### src/rtl/shifter_pkg.sv
// Shared definitions for the pipelined barrel shifter: operation encodings.
package shifter_pkg;
  localparam int OP_W = 2;

  typedef enum logic [OP_W-1:0] {
    OP_LSL = 2'b00,
    OP_LSR = 2'b01,
    OP_ASR = 2'b10,
    OP_ROR = 2'b11
  } shift_op_e;
endpackage

### src/rtl/shift_stage.sv
// One combinational level of the barrel shifter: shifts by the constant DIST when en_i is set.
module shift_stage
  import shifter_pkg::*;
#(
  parameter int WIDTH = 8,
  parameter int DIST  = 1
) (
  input  logic [WIDTH-1:0] data_i,
  input  shift_op_e        op_i,
  input  logic             en_i,
  output logic [WIDTH-1:0] data_o
);

  logic [WIDTH-1:0] shifted;

  // ASR fill uses the current MSB, which earlier levels have already kept equal to the operand sign.
  always_comb begin
    shifted = data_i;
    case (op_i)
      OP_LSL: shifted = {data_i[WIDTH-DIST-1:0], {DIST{1'b0}}};
      OP_LSR: shifted = {{DIST{1'b0}}, data_i[WIDTH-1:DIST]};
      OP_ASR: shifted = {{DIST{data_i[WIDTH-1]}}, data_i[WIDTH-1:DIST]};
      OP_ROR: shifted = {data_i[DIST-1:0], data_i[WIDTH-1:DIST]};
    endcase
  end

  assign data_o = en_i ? shifted : data_i;

endmodule

### src/rtl/barrel_shift_pipe.sv
// Pipelined barrel shifter: one register stage per shift-amount bit, largest distance first,
// with a single global advance that stalls every stage together under output backpressure.
module barrel_shift_pipe
  import shifter_pkg::*;
#(
  parameter int WIDTH = 8,
  parameter int SHW   = $clog2(WIDTH)
) (
  input  logic              clk,
  input  logic              reset_n,
  input  logic              in_valid,
  output logic              in_ready,
  input  logic [WIDTH-1:0]  in_data,
  input  logic [OP_W-1:0]   in_op,
  input  logic [SHW-1:0]    in_amt,
  output logic              out_valid,
  input  logic              out_ready,
  output logic [WIDTH-1:0]  out_data,
  output logic              out_zero
);

  if (WIDTH < 4 || (WIDTH & (WIDTH - 1)) != 0 || SHW != $clog2(WIDTH)) begin : g_bad_params
    $error("barrel_shift_pipe: WIDTH must be a power of two >= 4 and SHW must be $clog2(WIDTH)");
  end

  logic             advance;

  // Intermediate stage registers 0..SHW-2; the last stage lands in the out_* registers.
  logic             vld_q  [SHW-1];
  logic [WIDTH-1:0] data_q [SHW-1];
  shift_op_e        op_q   [SHW-1];
  logic [SHW-1:0]   amt_q  [SHW-1];

  logic             s_vld  [SHW];
  logic [WIDTH-1:0] s_data [SHW];
  shift_op_e        s_op   [SHW];
  logic [SHW-1:0]   s_amt  [SHW];
  logic [WIDTH-1:0] data_d [SHW];

  logic             out_vld_q;
  logic [WIDTH-1:0] out_data_q;
  logic             out_zero_q;

  assign advance = !out_vld_q || out_ready;

  for (genvar k = 0; k < SHW; k++) begin : g_stage
    if (k == 0) begin : g_first
      assign s_vld[k]  = in_valid;
      assign s_data[k] = in_data;
      assign s_op[k]   = shift_op_e'(in_op);
      assign s_amt[k]  = in_amt;
    end else begin : g_next
      assign s_vld[k]  = vld_q[k-1];
      assign s_data[k] = data_q[k-1];
      assign s_op[k]   = op_q[k-1];
      assign s_amt[k]  = amt_q[k-1];
    end

    shift_stage #(
      .WIDTH (WIDTH),
      .DIST  (2 ** (SHW - 1 - k))
    ) u_shift (
      .data_i (s_data[k]),
      .op_i   (s_op[k]),
      .en_i   (s_amt[k][SHW-1-k]),
      .data_o (data_d[k])
    );
  end

  // Stage boundary: valid bits and the visible output registers.
  always_ff @(posedge clk or negedge reset_n) begin
    if (!reset_n) begin
      for (int k = 0; k < SHW - 1; k++) vld_q[k] <= 1'b0;
      out_vld_q  <= 1'b0;
      out_data_q <= '0;
      out_zero_q <= 1'b0;
    end else if (advance) begin
      for (int k = 0; k < SHW - 1; k++) vld_q[k] <= s_vld[k];
      out_vld_q  <= s_vld[SHW-1];
      out_data_q <= data_d[SHW-1];
      out_zero_q <= (data_d[SHW-1] == '0);
    end
  end

  // Stage boundary: intermediate payload, qualified by vld_q.
  always_ff @(posedge clk) begin
    if (advance) begin
      for (int k = 0; k < SHW - 1; k++) begin
        data_q[k] <= data_d[k];
        op_q[k]   <= s_op[k];
        amt_q[k]  <= s_amt[k];
      end
    end
  end

  assign in_ready  = advance;
  assign out_valid = out_vld_q;
  assign out_data  = out_data_q;
  assign out_zero  = out_zero_q;

endmodule
### config.mk
export PLATFORM = sky130hd
export DESIGN_NAME = barrel_shift_pipe
export DESIGN_NICKNAME = d
export VERILOG_FILES = /design/src/rtl/shifter_pkg.sv /design/src/rtl/shift_stage.sv /design/src/rtl/barrel_shift_pipe.sv
export SDC_FILE = /design/constraint.sdc
export NUM_CORES = 1
export LEC_CHECK = 0
export CORE_MARGIN = 4
export CORE_UTILIZATION = 53
export CTS_CLUSTER_SIZE = 40
export DETAILED_ROUTE_END_ITERATION = 12
export HOLD_SLACK_MARGIN = 0.15
export MAX_ROUTING_LAYER = met4
export PLACE_DENSITY = 0.8
export SLEW_MARGIN = 40
export SYNTH_ARGS = -nofsm -noshare
export SYNTH_HDL_FRONTEND = slang
export SYNTH_SLANG_ARGS = --single-unit
export TNS_END_PERCENT = 50
### constraint.sdc
create_clock -name clk -period 2.35 [get_ports clk]
set_input_delay 0.47 -clock clk [delete_from_list [all_inputs] [get_ports clk]]
set_output_delay 0.47 -clock clk [all_outputs]
set_load 0.1 [all_outputs]
==> metrics.yaml <==
detailed_routing:
  drt-total-wl_mm: 3.00
  wl_per_cell_um: 13.2
  drt_iter0_drc: 93
  route.vias.total: 1207
  dr.pass1.iters: 5
  via_per_inst: 5.32
  drcViolationCount: 0
  ant_nets: 0
finish:
  layout_commonest_cell: "edfxtp_1"
  layout_common_cells: "23 x edfxtp_1, 16 x nor2_1, 16 x nand2_1, 16 x clkdlybuf4s50_1, 11 x dfrtp_1"
  syn_to_final_growth_pct: 21.0
  antenna_cells: 0
  utilization: 0.684
  instances_no_fill: 227
  nFillCells: 254
  final_nets: 199
  drive_gt1_frac: 0.180
power:
  peakVddDrop_uv: 523
  combPwrFrac: 0.426
  powerDensity_nw_per_um2: 1170
  p_leak_nw: 0.857
  p_int_mw: 1.39
  swShare: 0.442
  clock_power_share: 0.178
  power_switching_mw: 1.10
  seqPwrFrac: 0.396
global_routing:
  gr-usage-all-layers: 0.160
  antenna_found_initial: 0
  first_global_vias: 1168
  grt_max_degree: 36
  grt_remaining_overflow: 0
  met3_usage: 0.0256
  met2_usage: 0.271
  grt_use_met1: 0.189
  grt-busiest-layer: "met2"
  grt_pass1_wl_mm: 5.10
timing:
  min_period_ns: 2.04
  clock_skew_ns: 0.0163
  worst_slew_pin_slew_ns: 0.629
  final_max_slew_viol_count: 0
  hold_violations: 0
  rsz0062_at_grt: "no"
  maxClockFrequency_ghz: 0.490
  relSlewSlack: 0.579
  setup_viol: 0
  min_period_over_period: 0.869
  tns_ns: 0
synthesis:
  synthArstFlopShare: 0.343
  yosysWarnings: 0
  synth_seq_area_share: 0.565
  synthFlopType: "edfxtp_1"
  synth_edf_count: 23
  ys_ff_latch: 35
  syn_nets: 173
  postSynthCellCount: 156
  synth_cell_types: 37
  syn_area_um2: 1750
  synthTopCellsByArea: "edfxtp_1 39%, dfrtp_1 17%, mux2_2 4.5%"
  avgSynthCellArea_um2: 11.2
  synth_area_leader_cell: "edfxtp_1"
  yosysTopAreaCellShare: 0.394
outcome:
  status: "finished clean"
worst_setup_path:
  path_max_fanout: 35
  cp.arrival_ns: 1.57
  critPathLaunchType: "input pin"
  worstPathRequired_ns: 1.88
  critPathKind: "in -> out"
  cp-end-kind: "output pin"
  r2r_cells: 4
clock_tree:
  hold_buffers: 0
  cts_resized: 0
  ctsLongestPathBuffers: 2
  cts_max_level: 2
  cts-root-buf: "clkbuf_4"
  tritoncts: "done"
  clock_latency_ns: 0.33
  cts_made_buffers: 5
  clkTransAtPathRegs_ns: 0.11
  cts.sinks: 35
  post-cts-setup-buffers: 0
run:
  max-cap-violations: 0
hold_path:
  hold_path_class: "reg -> reg"
  hold_path_depth: 0
placement:
  numPortBuffers: 27
  place_inst: 219
  gp_congestion: 0.888
  dpl.hpwl_mm: 2.30
die:
  die-area_um2: 4290
  die_h_um: 65.5
  num_rows: 20
  initial_core_util: 0.565
  coreArea_um2: 3100
  die_w_um: 65.5
  ios: 28
==> cells in the mapped netlist (all sizes together), types with 2 or more instances <==
cell type / count
or3b: 4
dfrtp: 12
a21o: 2
nand3: 3
o21ai: 7
nand2: 16
o22ai: 6
nand2b: 4
nor2: 17
a22oi: 4
a31oi: 4
o221ai: 2
clkbuf: 4
a21oi: 9
mux2: 9
buf: 5
mux2i: 5
edfxtp: 23
inv: 9
==> logic make-up after synthesis <==
kind of cell,count (synthesis),synth area share
DFF,35,0.565
buffers and inverters,18,0.0521
AOI/OAI and AO/OA,38,0.145
muxes,14,0.0863
and+or+nand+nor,51,0.152
==> flip-flops by register name, indices dropped and copies added (netlist names) <==
signal,count
data_q,16
out_data,8
op_q,4
amt_q,3
s_vld,2
out_valid,1
out_zero,1
==> power groups by stage <==
stage               sequential, mW  clock (mW)  combinational [mW]
detailed placement            1.00           0                1.07
CTS                          0.986       0.452                1.07
global route                  1.01       0.483                1.12
floorplan                     1.45           0               0.365
finish                       0.986       0.444                1.06
global placement             0.988           0                1.05
==> worst max-delay path, stage by stage <==
cell,delay (ns)
clkdlybuf4s50_1,0.46
nand2b_1,0.19
buf_12,0.24
buf_12,0.20
==> per-layer routing <==
| metal | share of wire | wire [um] |
|---|---|---|
| met4 | 0.018 | 55 |
| met1 | 0.43 | 1300 |
| met2 | 0.52 | 1550 |
| met5 | 0 | 0 |
| met3 | 0.031 | 93 |
==> final timing paths <==
check,from,end,slack (ns)
min in group asynchronous,reset_n,out_data[2],0.48
hold reg to reg,amt_q[0][0],amt_q[0][3],0.43
hold / removal,amt_q[0][0],amt_q[0][3],0.43
setup / recovery,out_ready,in_ready,0.31
setup reg to reg,op_q[0][2],out_zero,0.38
max in group asynchronous,reset_n,out_valid,1.47
==> final cells by class <==
class | instances | area [um2] | share of cell area
well taps | 44 | 55.1 | 0.0259
inverters | 9 | 33.8 | 0.0159
clock inverters | 1 | 7.51 | 0.00354
clock buffers | 7 | 87.6 | 0.0412
multi-input cells | 103 | 672 | 0.316
repair buffers | 28 | 275 | 0.130
flip-flops and latches | 35 | 992 | 0.467
==> per-stage QoR <==
step                      hold slack, ns  cell area [um2]  power [mW]  setup WS, ns
after floorplan                    0.174             1760        1.81        0.0182
after global placement             0.405             2030        2.04         0.199
after detailed placement           0.405             2030        2.07        0.0948
after CTS                          0.432             2120        2.51         0.304
after global routing               0.472             2120        2.61         0.256
final                              0.434             2120        2.49         0.308
Power figures use the tool's default switching activity.
